[src/rtl/ones_sm_pkg.sv]
// ---------------------------------------------------------------------------
// ones_sm_pkg
// Shared definitions for the ones-count family of engines.
//   - state_size / state_t : controller state encoding. The counting engine's
//                            controller uses the same encoding.
//   - DEF_WORD_SIZE        : default width of the generated word.
//   - DEF_COUNTER_SIZE     : default width of the requested ones count.
// ---------------------------------------------------------------------------
package ones_sm_pkg;

  localparam int unsigned state_size       = 2;
  localparam int unsigned DEF_WORD_SIZE    = 4;
  localparam int unsigned DEF_COUNTER_SIZE = 3;

  // Code 3 is unused. The controller treats it as a recovery case.
  typedef enum logic [state_size-1:0] {
    S_idle    = 2'd0,
    S_filling = 2'd1,
    S_waiting = 2'd2
  } state_t;

endpackage : ones_sm_pkg

[src/rtl/ones_pattern_datapath.sv]
// ---------------------------------------------------------------------------
// ones_pattern_datapath
// Holds the thermometer-code shift register and the down-counter of ones
// still to be inserted. The requested count is clamped to word_size when it
// is loaded.
// Ports:
//   clk         : clock
//   reset       : asynchronous active-low reset
//   i_load      : capture the clamped i_bit_count and clear the word
//   i_shift     : insert one '1' at the LSB while ones remain
//   i_clear     : clear the word and the counter (controller recovery)
//   i_bit_count : requested number of ones
//   o_rem_le_1  : at most one shift remains (the fill ends on this edge)
//   o_data      : generated pattern
// ---------------------------------------------------------------------------
module ones_pattern_datapath
  import ones_sm_pkg::*;
#(
  parameter int unsigned word_size    = DEF_WORD_SIZE,
  parameter int unsigned counter_size = DEF_COUNTER_SIZE
) (
  input  logic                    clk,
  input  logic                    reset,
  input  logic                    i_load,
  input  logic                    i_shift,
  input  logic                    i_clear,
  input  logic [counter_size-1:0] i_bit_count,
  output logic                    o_rem_le_1,
  output logic [word_size-1:0]    o_data
);

  // The clamp compares at counter_size+1 bits. That width keeps the compare
  // correct when word_size == 2**counter_size. A word wider than the count
  // range can never be exceeded, so the limit saturates at 2**counter_size
  // to stay representable in the compare width.
  localparam int unsigned COUNT_RANGE = 1 << counter_size;
  localparam int unsigned WS_SAT      = (word_size > COUNT_RANGE) ? COUNT_RANGE : word_size;
  localparam logic [counter_size:0] WS_CMP = WS_SAT[counter_size:0];

  logic [counter_size-1:0] r_remaining;
  logic [word_size-1:0]    r_data;
  logic [counter_size:0]   w_req;
  logic [counter_size:0]   w_clamped;
  logic [counter_size-1:0] w_load_val;

  assign w_req     = {1'b0, i_bit_count};
  assign w_clamped = (w_req > WS_CMP) ? WS_CMP : w_req;
  // The clamped value always fits in counter_size bits: either it is
  // i_bit_count itself, or it is a word_size below 2**counter_size.
  assign w_load_val = w_clamped[counter_size-1:0];

  always_ff @(posedge clk or negedge reset) begin
    if (!reset) begin
      r_remaining <= '0;
      r_data      <= '0;
    end else if (i_clear) begin
      r_remaining <= '0;
      r_data      <= '0;
    end else if (i_load) begin
      r_remaining <= w_load_val;
      r_data      <= '0;
    end else if (i_shift && (r_remaining != '0)) begin
      r_data      <= {r_data[word_size-2:0], 1'b1};
      r_remaining <= r_remaining - 1'b1;
    end
  end

  assign o_rem_le_1 = (r_remaining <= counter_size'(1));
  assign o_data     = r_data;

endmodule : ones_pattern_datapath

[src/rtl/ones_pattern_gen_sm.sv]
// ---------------------------------------------------------------------------
// ones_pattern_gen_sm
// Builds a word with a requested number of ones packed from the LSB,
// inserting one bit per clock. It uses a start/busy/done handshake.
// Ports:
//   clk       : clock; all state changes happen on posedge
//   reset     : asynchronous active-low reset
//   start     : generation request; accepted while idle or done
//   bit_count : requested ones count; sampled on the accepting edge only
//   data      : generated pattern (registered)
//   busy      : high while filling
//   done      : high while a completed pattern is held on data
// ---------------------------------------------------------------------------
module ones_pattern_gen_sm
  import ones_sm_pkg::*;
#(
  parameter int unsigned word_size    = DEF_WORD_SIZE,
  parameter int unsigned counter_size = DEF_COUNTER_SIZE
) (
  input  logic                    clk,
  input  logic                    reset,
  input  logic                    start,
  input  logic [counter_size-1:0] bit_count,
  output logic [word_size-1:0]    data,
  output logic                    busy,
  output logic                    done
);

  state_t r_state;
  state_t w_state_next;
  logic   w_load;
  logic   w_shift;
  logic   w_clear;
  logic   w_rem_le_1;

  always_ff @(posedge clk or negedge reset) begin
    if (!reset) begin
      r_state <= S_idle;
    end else begin
      r_state <= w_state_next;
    end
  end

  always_comb begin
    w_state_next = r_state;
    w_load       = 1'b0;
    w_shift      = 1'b0;
    w_clear      = 1'b0;
    case (r_state)
      S_idle: begin
        if (start) begin
          w_load       = 1'b1;
          w_state_next = S_filling;
        end
      end
      S_filling: begin
        // start is ignored here, so a request cannot restart a fill.
        w_shift = 1'b1;
        if (w_rem_le_1) begin
          w_state_next = S_waiting;
        end
      end
      S_waiting: begin
        // A restart goes directly back to filling, with no idle cycle.
        if (start) begin
          w_load       = 1'b1;
          w_state_next = S_filling;
        end
      end
      default: begin
        w_clear      = 1'b1;
        w_state_next = S_idle;
      end
    endcase
  end

  ones_pattern_datapath #(
    .word_size   (word_size),
    .counter_size(counter_size)
  ) u_datapath (
    .clk        (clk),
    .reset      (reset),
    .i_load     (w_load),
    .i_shift    (w_shift),
    .i_clear    (w_clear),
    .i_bit_count(bit_count),
    .o_rem_le_1 (w_rem_le_1),
    .o_data     (data)
  );

  assign busy = (r_state == S_filling);
  assign done = (r_state == S_waiting);

endmodule : ones_pattern_gen_sm
[config.mk]
export PLATFORM = sky130hd
export DESIGN_NAME = ones_pattern_gen_sm
export DESIGN_NICKNAME = d
export VERILOG_FILES = /design/src/rtl/ones_sm_pkg.sv /design/src/rtl/ones_pattern_datapath.sv /design/src/rtl/ones_pattern_gen_sm.sv
export SDC_FILE = /design/constraint.sdc
export NUM_CORES = 1
export LEC_CHECK = 0
export ABC_AREA = 1
export BUFFER_PORTS_ARGS = -buffer_cell sky130_fd_sc_hd__buf_2
export CAP_MARGIN = 20
export CORE_AREA = 4 4 41 43
export DETAILED_ROUTE_END_ITERATION = 6
export DIE_AREA = 0 0 45 47
export GPL_TIMING_DRIVEN = 0
export PLACE_DENSITY = 0.66
export SETUP_SLACK_MARGIN = 0.5
export SYNTH_ARGS = -nofsm -noshare
export SYNTH_HDL_FRONTEND = slang
export SYNTH_SLANG_ARGS = --single-unit
[constraint.sdc]
create_clock -name clk -period 1.9 [get_ports clk]
set_clock_uncertainty 0.15 [all_clocks]
set_input_delay 0.19 -clock clk [delete_from_list [all_inputs] [get_ports clk]]
set_output_delay 0.19 -clock clk [all_outputs]
set_load 0.02 [all_outputs]
## Yosys cells after proc, flatten, opt, wreduce, memory -nomap -nowiden

Cells that the tools add are included.

| storage, ports and cells | value |
|---|---|
| input bits | 6 |
| word-level logic and storage cells | 30 |
| bits in registers | 9 |
| output and inout bits | 6 |

| operators by class | value |
|---|---|
| mux-type cells | 13 |
| magnitude comparators | 2 |
| equal/unequal tests | 5 |
| add/sub/neg operators | 1 |
| reduce and logical (&&, ||, !) cells | 6 |

Operators by type and width:

| operator | number |
|---|---|
| $mux W3 | 4 |
| $mux W4 | 3 |
| $mux W2 | 2 |
| $ne A2 B1 Y1 const B | 2 |
| $pmux W2 S2 | 1 |
| $gt A3 B3 Y1 const B | 1 |
| $le A3 B1 Y1 const B | 1 |
| $mux W1 | 3 |
| $ne A3 B1 Y1 const B | 1 |
| $reduce_bool A3 Y1 | 1 |
| $reduce_or A3 Y1 | 1 |
| $sub A3 B1 Y3 const B | 1 |
| $eq A2 B1 Y1 const B | 1 |
| $eq A2 B2 Y1 const B | 1 |
| $logic_not A2 Y1 | 1 |
| $reduce_and A2 Y1 | 1 |
| $reduce_or A2 Y1 | 1 |
| $logic_and A1 B1 Y1 | 1 |

## Depth between registers and ports, before layout

Gate-level depths: netlist of run 1.

| depth | value |
|---|---|
| depth in word-level cells | 6 |
| mapped depth | 7 |
| mapped depth without buffers | 7 |

## Modules after synthesis

From an unflattened synthesis of run 1, not the netlist that was laid out.

| unflattened totals | value |
|---|---|
| cells, all modules | 71 |
| area total of the unflattened synthesis | 546.8 um^2 |

Modules (own cells, without submodules):

| module | times used | sequential area each (um^2) | cells an instance | area an instance (um^2) |
|---|---|---|---|---|
| ones_pattern_datapath | 1 | 175.2 | 54 | 434.2 |
| ones_pattern_gen_sm | 1 | 50.0 | 17 | 112.6 |

## Least setup slack after synthesis of run 1

OpenSTA, ideal clock, no wires.

| path | value |
|---|---|
| kind | reg-to-reg |
| from | register u_datapath.r_remaining[0] |
| to | register u_datapath.r_remaining[0] |
| path buffers | 0 |
| arrival | 1008 ps |
| slack | 677 ps |
| stages on the path, launching flop included | 7 |
| period minus slack after synthesis | 1223 ps |
| required time | 1685 ps |
| setup time | 65 ps |
| cell sequence | dfrtp_1 > inv_1 > ha_1 > nand2_1 > o21bai_2 > nand2_1 > nand2_1 |

| between the ends | value |
|---|---|
| cells in the longest elaborated chain, start to end | 4 |
| elaborated cells between the ends (all ways) | 7 |
| classes of those cells | add/sub: 1; eq/ne: 1; mux: 3; reduce/logical: 2 |

RTL lines:

| item | line | RTL |
|---|---|---|
| start, declared | ones_pattern_datapath.sv:40 | `logic [counter_size-1:0] r_remaining;` |
| start signal, assigned | ones_pattern_datapath.sv:60 | `r_remaining <= w_load_val;` |
| start signal, assigned | ones_pattern_datapath.sv:64 | `r_remaining <= r_remaining - 1'b1;` |
| $sub A3 B1 Y3 | ones_pattern_datapath.sv:64 |  |
| $mux W3 | ones_pattern_datapath.sv:62 | `end else if (i_shift && (r_remaining != '0)) begin` |
| $mux W3 | ones_pattern_datapath.sv:59 | `end else if (i_load) begin` |
| $mux W3 | ones_pattern_datapath.sv:56 | `end else if (i_clear) begin` |

Parallel ways exist; a longest one is shown, timed or not. The select of a mux whose other input is x is not followed.
A chain may end at the register's enable or synchronous reset.

## Worst setup path in the final report of run 1

| path | value |
|---|---|
| from | register r_state[1] |
| to | output busy |

| between the ends | value |
|---|---|
| cells in the longest elaborated chain, start to end | 1 |

RTL lines:

| item | line | RTL |
|---|---|---|
| start, declared | ones_pattern_gen_sm.sv:29 | `state_t r_state;` |
| start signal, assigned | ones_pattern_gen_sm.sv:38 | `r_state <= S_idle;` |
| start signal, assigned | ones_pattern_gen_sm.sv:40 | `r_state <= w_state_next;` |
| $eq A2 B1 Y1 | ones_pattern_gen_sm.sv:91 | `assign busy = (r_state == S_filling);` |
| end, declared | ones_pattern_gen_sm.sv:25 | `output logic busy,` |

No other way between the ends.

==> results by group, run 1 <==
GRT
  – Vias in the first global route: 400
  – Largest net degree at the start of global routing: 10
  – First-pass GRT wire length: 1.55 mm
  – GRT overflow: 0
  – Initial antenna violation count: 0
  – All-Layer GR Usage: 10.2%

Job
  – Maxcap violations: 0

Yosys
  – Post-synth top area cell: dfrtp_1
  – Async SR Flop Fraction: 100%
  – Synth top cells by count: nand2_1 (33), dfrtp_1 (9), inv_1 (9), nand3_1 (4), nor2_1 (4)
  – Sequential share of the synthesized area: approximately 45%
  – Netlist Area Pre-Place: 498 µm²
  – Mapped Cells: 68
  – Ys flop type: dfrtp_1
  – Top cell type's share of synthesized area: 45.2%
  – Count leader, synth: nand2_1
  – Synth top area cells: dfrtp_1 (45%), nand2_1 (25%), ha_1 (7.5%)
  – Syn_area_per_cell: 7.32 µm²
  – Yosys cell types: 11
  – Warnings from Yosys: 0
  – Syn nets: 77
  – Post-synth EDFFs: 0
  – Number of synthesized register bits: 9

Setup path
  – Critical Path Source: r_state[1]$_DFFE_PN0P_
  – WP data required: 1.56 ns
  – FF-to-FF Start: u_datapath.r_remaining[0]$_DFFE_PN0P_
  – Flop-to-flop setup slack: 0.62 ns
  – End of the critical path: busy
  – Launching element type of the critical path: register
  – Worst-case reg-to-reg path depth: 7
  – Critical path type: reg -> out
  – End of the worst register-to-register path: u_datapath.r_remaining[2]$_DFFE_PN0P_
  – Critical Path Fanout Max: 3
  – Worst EP arrival: slightly below 1 ns
  – Critical Path Sink Type: output port

Cells and area
  – Non-Filler Instances: 99
  – Fraction of layout cells with a size suffix above 1: a little over a quarter
  – Fin util: between 40% and 50%
  – Area Overhead vs Synth: 24.9%
  – Fin nets: 94
  – Final instance area: 622 µm²
  – N_diodes: 0

Floorplan
  – DIE AREA: 2120 µm²
  – # rows: 13
  – # IOs: 12
  – Starting Density: approximately two fifths
  – Die W: ~45 µm
  – Die Y: 47 µm
  – Core area: 1300 µm²

Clocking
  – CTS sink count: 9
  – CTS tree: done
  – Inserted Clock Buffers: 3
  – Maximum root-to-sink buffer count: 2
  – Root buffer cell: clkbuf_4
  – Clk slew on worst S/H paths: 0.06 ns
  – Worst-Skew Late Latency: 0.26 ns
  – Depth of the CTS H-tree: 1

Pwr
  – Tot Pwr: a little over 1 mW
  – Power per standard cell area: 1620 nW/µm²
  – Pleak: 0.374 nW
  – Peak supply drop: 0.000696 V

Timing
  – Final period util: a little over two thirds
  – RSZ-0062 raised after global routing: no
  – Max Fclk: 0.754 GHz
  – Final Max Slew Viols: 0
  – Worst-margin pin slew: between 0.2 and 0.25 ns
  – Final hold vios: 0
  – Final setup viols: 0
  – Setup TNS: 0 ns
  – Worst relative slew slack: 84.5%
  – Fin crit period: approximately 1.3 ns

Worst hold path
  – Hold path startpoint: start
  – HP Class: in -> reg

Routing
  – Via-to-Cell Ratio: 4.45
  – Routed vias: around 440
  – Wire per inst: 9.01 µm
  – Antenna-violating nets left: 0
  – First drt pass iteration count: 4
  – Starting DRT DRC Count: 8
  – Post-route DRC: 0
  – Post-Route WL: 892 µm

Placement
  – Post-DP HPWL: 758 µm
  – Number of port buffers: 11
  – Placed Instances: 94
  – GP Congestion: 0.742
  – Area after DPL: 572 µm²

Run status
  – Run status: completed
through the flow:
step	hold slack, ns	setup WS [ns]
after floorplan	-0.256	0.677
after global placement	-0.103	0.546
after detailed placement	-0.101	0.531
after CTS	0.0755	0.517
after global routing	0.112	0.504
final	0.0829	0.574
critical path, cell delays in order (launching register included):
cell	delay [ns]
dfrtp_1	0.42
nor2_4	0.14
buf_2	0.17
logic make-up after synthesis:
kind of cell               share of synthesized area [%]
AOI/OAI and AO/OA                                   4.27
adders and majority gates                           7.54
buffers and inverters                               7.54
DFF                                                 45.2
and+or+nand+nor                                     35.4
worst min path at each step:
stage | to | slack (ns) | depth (start not counted)
6_report | u_datapath.r_remaining[2]$_DFFE_PN0P_ | 0.08 | 4
5_1_grt | u_datapath.r_remaining[2]$_DFFE_PN0P_ | 0.11 | 4
4_1_cts | u_datapath.r_remaining[2]$_DFFE_PN0P_ | 0.08 | 4
3_5_place_dp | u_datapath.o_data[3]$_DFFE_PN0P_ | -0.10 | 1
3_3_place_gp | u_datapath.o_data[3]$_DFFE_PN0P_ | -0.10 | 1
2_1_floorplan | r_state[0]$_DFFE_PN0P_ | -0.26 | 0
flip-flops by register name, indices dropped and copies added, names as in the netlist:
signal,flops
u_datapath.o_data,4
u_datapath.r_remaining,3
r_state,2
layout by cell type, fill, tap and decap left out:
cell | Yosys | final
nor2_4 | 1 | 1
buf_2 | 0 | 11
clkbuf_4 | 0 | 3
nand2_2 | 1 | 3
inv_2 | 1 | 3
nand2_1 | 33 | 31
ha_1 | 3 | 3
clkbuf_1 | 0 | 1
nand3_1 | 4 | 4
dfrtp_1 | 9 | 8
dfrtp_2 | 0 | 1
nor2_1 | 4 | 4
dlygate4sd3_1 | 0 | 1
o21ai_0 | 2 | 2
o21bai_4 | 0 | 1
inv_1 | 9 | 7
repair_timing:
action	4_1_cts	5_1_grt
resized for setup	0	6
hold buffers	1	0
endpoints found under the hold margin	9	0
buffers inserted	0	0
endpoints found under the setup margin	0	8
where the power goes:
group          internal, mW  switching, mW
sequential            0.274         0.0698
clock                0.0805         0.0593
combinational         0.188          0.338
area by class of cell:
type	instances	area [µm²]
Clock buffer	4	26.3
Timing Repair Buffer	12	65.1
Fill cell	148	679
Multi-Input combinational cell	49	248
Inverter	10	37.5
Tap cell	15	18.8
Sequential cell	9	226
routing by layer:
| layer | up-vias | GRT usage [%] | wire length, µm |
|---|---|---|---|
| met3 | 0 | 5.75 | 67 |
| met4 | 0 | 1.75 | 0 |
| li1 | 239 | - | - |
| met1 | 194 | 11.3 | 394 |
| met2 | 8 | 17.5 | 430 |
| met5 | - | 0 | 0 |
(Power assumes the default switching activity.)
==> inputs of run 2 (changes only) <==
- clock period: 1.9 -> 1.3 ns (I/O delays scaled with it)
==> run 2 against run 1 <==
Critical path depth rose by 4; flip-flop and latch count stayed put; power increased by 90%; routed wire length is 27% higher; largest power group unchanged; clock-buffer cell count did not move; clock power increased by 54%.
==> results by group, run 2 (same netlist as run 1, synthesis figures left out) <==
Timing
  – Final period util: 96.7%
  – Worst-margin pin slew: 0.221 ns
  – Fin crit period: about 1.3 ns
  – Worst relative slew slack: 85.2%
  – Final hold vios: 0
  – Final setup viols: 0
  – Setup TNS: 0 ns
  – Setup WS post-layout: approximately 0.043 ns
  – RSZ-0062 raised after global routing: yes
  – Max Fclk: just under 0.8 GHz
  – Final Max Slew Viols: 0

Clocking
  – Worst-Skew Late Latency: 0.26 ns
  – CTS sink count: 9
  – CTS tree: done
  – Depth of the CTS H-tree: 1
  – Root buffer cell: clkbuf_4
  – Clk slew on worst S/H paths: 0.06 ns
  – Maximum root-to-sink buffer count: 2
  – Inserted Clock Buffers: 3

Placement
  – Post-DP HPWL: ~790 µm
  – Post-place setup slack: about 0.044 ns
  – GP Congestion: 0.766
  – Number of port buffers: 11
  – Placed Instances: 94

GRT
  – GRT overflow: 0
  – Vias in the first global route: 437
  – Largest net degree at the start of global routing: 10
  – First-pass GRT wire length: 1.71 mm
  – Initial antenna violation count: 0
  – All-Layer GR Usage: 11.5%

Cells and area
  – Area Overhead vs Synth: 55.3%
  – Most frequent cells in the layout: nand2_1 (31), buf_4 (8), dfrtp_1 (7)
  – Non-Filler Instances: approximately 110
  – N_diodes: 0
  – Fraction of layout cells with a size suffix above 1: 40.2%
  – Fin nets: 102
  – Max reg flops: 4
  – Commonest non-fill, non-tap cell in the layout: nand2_1
  – Fin util: 59.4%

Setup path
  – Critical Path Sink Type: register
  – WP data required: 1.35 ns
  – Launching element type of the critical path: register
  – Worst EP arrival: 1.30 ns
  – Flop-to-flop setup slack: 0.04 ns
  – Critical path type: reg -> reg
  – Critical Path Fanout Max: 6
  – FF-to-FF Start: u_datapath.r_remaining[0]$_DFFE_PN0P_
  – Worst-case reg-to-reg path depth: 6
  – End of the worst register-to-register path: u_datapath.r_remaining[0]$_DFFE_PN0P_

Job
  – Maxcap violations: 0

Pwr
  – Pleak: 0.432 nW
  – Sequential power share: 26.6%
  – Logic pwr share: between 60% and 70%
  – Int Power: 1.07 mW
  – Peak supply drop: 0.00114 V
  – Switch Pwr: 0.851 mW
  – Power per standard cell area: 2490 nW/µm²
  – Tot Pwr: just under 2 mW
  – Switching Share: 44.3%
  – Clock Power Share: 11.2%

Floorplan
  – Die W: about 45 µm
  – # rows: 13
  – Starting Density: 38.3%
  – # IOs: 12
  – DIE AREA: between 2000 and 2500 µm²
  – Die Y: 47 µm
  – Core area: 1300 µm²

Routing
  – Met2 WL post-DR: 565 µm
  – Met3 WL: 51 µm
  – DR top layer: met4
  – Wire per inst: about 11 µm
  – M1 WL: around 500 µm
  – Post-Route WL: between 1 and 1.5 mm
  – Via-to-Cell Ratio: 4.46
  – First drt pass iteration count: 2
  – Post-route DRC: 0
  – Routed vias: 477
  – Starting DRT DRC Count: 2
  – Antenna-violating nets left: 0

Worst hold path
  – Worst Hold Depth: 4
  – Hold path startpoint: start
  – HP Class: in -> reg
  – Hold Path End: u_datapath.r_remaining[2]$_DFFE_PN0P_

Run status
  – Run status: completed
-- run 2: cell count changes in the layout (fill, tap and decap cells not counted), sizes merged --
cell  before  now
buf       11   19
-- run 2: power by group through the flow --
stage               registers (mW)  clock network (mW)  logic (mW)
detailed placement           0.511                   0       0.850
finish                       0.512               0.215        1.20
floorplan                    0.553                   0       0.607
CTS                          0.507               0.224        1.19
global placement             0.509                   0       0.837
global route                 0.526               0.243        1.32
-- run 2: cell type report --
class	count	area (µm²)
multi-input combinational	49	300
inverter	10	37.5
fill	116	528
sequential	9	228
clock buffer	4	26.3
tap	15	18.8
timing repair buffer	20	163
-- run 2: routing by layer --
layer	up-vias	track usage, %
li1	251	-
met1	213	14.5
met2	11	18.1
met3	2	4.60
met4	0	3.51
met5	-	0
-- run 2: timing repair --
item,in CTS,in global routing
hold buffers,1,0
endpoints found under the hold margin,9,0
setup buffers,8,0
pin swaps,3,3
setup endpoints to repair,15,15
resized for setup,19,1
-- run 2: metrics by stage --
step / instance area, µm² / hold slack [ns]
2_1_floorplan: 536 / -0.316
3_3_place_gp: 609 / -0.165
3_5_place_dp: 609 / -0.156
4_1_cts: 772 / 0.0214
5_1_grt: 773 / 0.0538
6_report: 773 / 0.0311
-- run 2: how the worst max path moves through the flow --
stage | slack [ns] | end | cells after the start | startpoint
floorplan | 0.14 | u_datapath.r_remaining[2]$_DFFE_PN0P_ | 7 | u_datapath.r_remaining[0]$_DFFE_PN0P_
global placement | 0.05 | u_datapath.r_remaining[2]$_DFFE_PN0P_ | 7 | u_datapath.r_remaining[0]$_DFFE_PN0P_
detailed placement | 0.04 | u_datapath.r_remaining[2]$_DFFE_PN0P_ | 7 | u_datapath.r_remaining[0]$_DFFE_PN0P_
CTS | 0.03 | busy | 3 | r_state[0]$_DFFE_PN0P_
global route | -0.05 | u_datapath.r_remaining[0]$_DFFE_PN0P_ | 6 | u_datapath.r_remaining[0]$_DFFE_PN0P_
finish | 0.04 | u_datapath.r_remaining[0]$_DFFE_PN0P_ | 6 | u_datapath.r_remaining[0]$_DFFE_PN0P_
-- run 2: worst max-delay path, cell delays in order (launching register included) --
cell and delay, ns:
dfrtp_1 0.40, inv_2 0.12, ha_4 0.15, nand2_4 0.06, o21bai_4 0.18, nand2_1 0.07
nand2_1 0.07
==> inputs of run 3 (changes only) <==
- CORE_AREA: 4 4 41 43 -> 2 2 39 41
- DIE_AREA: 0 0 45 47 -> 0 0 41 43
==> run 3 against run 2 <==
Routed wire length increased by 3.7%; critical path depth unchanged; sequential share of layout area decreased by 1.7 points; combinational power increased by 12%; flip-flop and latch count unchanged.
==> results by group, run 3 (same netlist as run 1, synthesis figures left out) <==
Run status
  – Run status: completed

Timing
  – Fin crit period: 1.29 ns
  – Max Fclk: 0.777 GHz
  – Final period util: 99.0%
  – Final setup viols: 0
  – Final Max Slew Viols: 0
  – Final hold vios: 0
  – Setup TNS: 0 ns
  – Hold slack: roughly 0.026 ns
  – Worst relative slew slack: 85.5%
  – RSZ-0062 raised after global routing: yes
  – Worst-margin pin slew: 0.217 ns

Cells and area
  – Non-Filler Instances: ~110
  – Commonest non-fill, non-tap cell in the layout: nand2_1
  – Fraction of layout cells with a size suffix above 1: about half
  – Filler Cells Inserted: around 120
  – N_diodes: 0
  – Area Overhead vs Synth: 64.8%
  – Total area of sequential cells: 228 µm²
  – Fin nets: 105
  – Most frequent cells in the layout: nand2_1 (29), buf_4 (9), buf_6 (8)
  – Max reg flops: 4
  – Area of the multi-input gates: 317 µm²

Floorplan
  – # IOs: 12
  – Die W: about 41 µm
  – # rows: 14
  – Starting Density: a little over a third
  – Core area: 1380 µm²
  – Die Y: ~43 µm
  – DIE AREA: 1760 µm²

Pwr
  – Pleak: roughly 0.45 nW
  – Peak supply drop: 0.00105 V
  – Power per standard cell area: 2510 nW/µm²
  – Tot Pwr: approximately 2.1 mW

Setup path
  – Critical Path Fanout Max: 2
  – WP data required: 1.35 ns
  – Critical path type: reg -> reg
  – End of the worst register-to-register path: r_state[0]$_DFFE_PN0P_
  – Critical Path Source: u_datapath.r_remaining[0]$_DFFE_PN0P_
  – FF-to-FF Start: u_datapath.r_remaining[0]$_DFFE_PN0P_
  – Launching element type of the critical path: register
  – Worst EP arrival: 1.33 ns
  – Critical Path Sink Type: register
  – Flop-to-flop setup slack: ~0.013 ns
  – Worst-case reg-to-reg path depth: 6
  – End of the critical path: r_state[0]$_DFFE_PN0P_

GRT
  – Initial antenna violation count: 0
  – GRT overflow: 0
  – First-pass GRT wire length: 2.01 mm
  – Vias in the first global route: about 520
  – Largest net degree at the start of global routing: 10
  – All-Layer GR Usage: 17.6%

Clocking
  – Inserted Clock Buffers: 3
  – Root buffer cell: clkbuf_4
  – Worst-Skew Late Latency: 0.26 ns
  – CTS tree: done
  – CTS sink count: 9
  – Depth of the CTS H-tree: 1
  – Maximum root-to-sink buffer count: 2
  – Clk slew on worst S/H paths: 0.06 ns

Placement
  – GP Congestion: 0.778
  – Placed Instances: 95
  – Number of port buffers: 11
  – Post-DP HPWL: 780 µm

Job
  – Maxcap violations: 0

Routing
  – Post-Route WL: 1.17 mm
  – Via-to-Cell Ratio: around 4.5
  – Wire per inst: 10.5 µm
  – Post-route DRC: 0
  – Routed vias: 496
  – Starting DRT DRC Count: 6
  – First drt pass iteration count: 4
  – Antenna-violating nets left: 0

Worst hold path
  – HP Class: in -> reg
-- run 3: how the worst min path moves through the flow --
stage,from,end,slack [ns],cells after the start
5_1_grt,start,r_state[1]$_DFFE_PN0P_,0.03,4
3_3_place_gp,reset,u_datapath.o_data[3]$_DFFE_PN0P_,-0.17,1
6_report,start,u_datapath.r_remaining[2]$_DFFE_PN0P_,0.03,4
4_1_cts,start,u_datapath.r_remaining[2]$_DFFE_PN0P_,0.02,4
3_5_place_dp,reset,u_datapath.o_data[3]$_DFFE_PN0P_,-0.16,1
2_1_floorplan,reset,r_state[0]$_DFFE_PN0P_,-0.32,0
-- run 3: where the power goes --
group	switching (mW)	total (mW)	internal, mW
clock network	0.0905	0.208	0.118
registers	0.111	0.514	0.402
logic	0.700	1.34	0.637
total	0.902	2.06	1.16
-- run 3: timing repair --
| action | 4_1_cts | 5_1_grt |
|---|---|---|
| cloned | 0 | 0 |
| setup endpoints to repair | 15 | 15 |
| setup buffers | 9 | 2 |
| pin swaps | 7 | 8 |
| gates resized for setup | 23 | 5 |
| hold buffers | 1 | 0 |
| endpoints found under the hold margin | 9 | 0 |
-- run 3: cell type report --
class	instances	share of cell area [%]
well taps	16	2.44
flip-flops and latches	9	27.7
repair buffers	23	23.5
inverters	10	4.57
multi-input cells	49	38.6
clock buffers	4	3.20
-- run 3: metal layers --
layer | vias up | part of all wire [%] | global-route usage, %
li1 | 257 | - | -
met1 | 223 | 41 | 19.1
met2 | 12 | 53 | 27.8
met3 | 4 | 3.3 | 8.38
met4 | 0 | 2.3 | 7.33
met5 | - | 0 | 0
-- run 3: critical path, cell delays in order (launching register included) --
cell     delay [ns]
dfrtp_1        0.40
buf_4          0.15
buf_6          0.10
ha_2           0.17
o21ai_2        0.13
nand2_1        0.07
nand2_1        0.06
-- run 3: metrics by stage --
stage | setup slack [ns] | util, % | cell area (µm²)
2_1_floorplan | 0.137 | - | 536
3_3_place_gp | 0.0393 | 44.1 | 611
3_5_place_dp | 0.0365 | 44.1 | 611
4_1_cts | 0.0309 | 57.1 | 790
5_1_grt | -0.0628 | 59.3 | 821
6_report | 0.0128 | 59.3 | 821
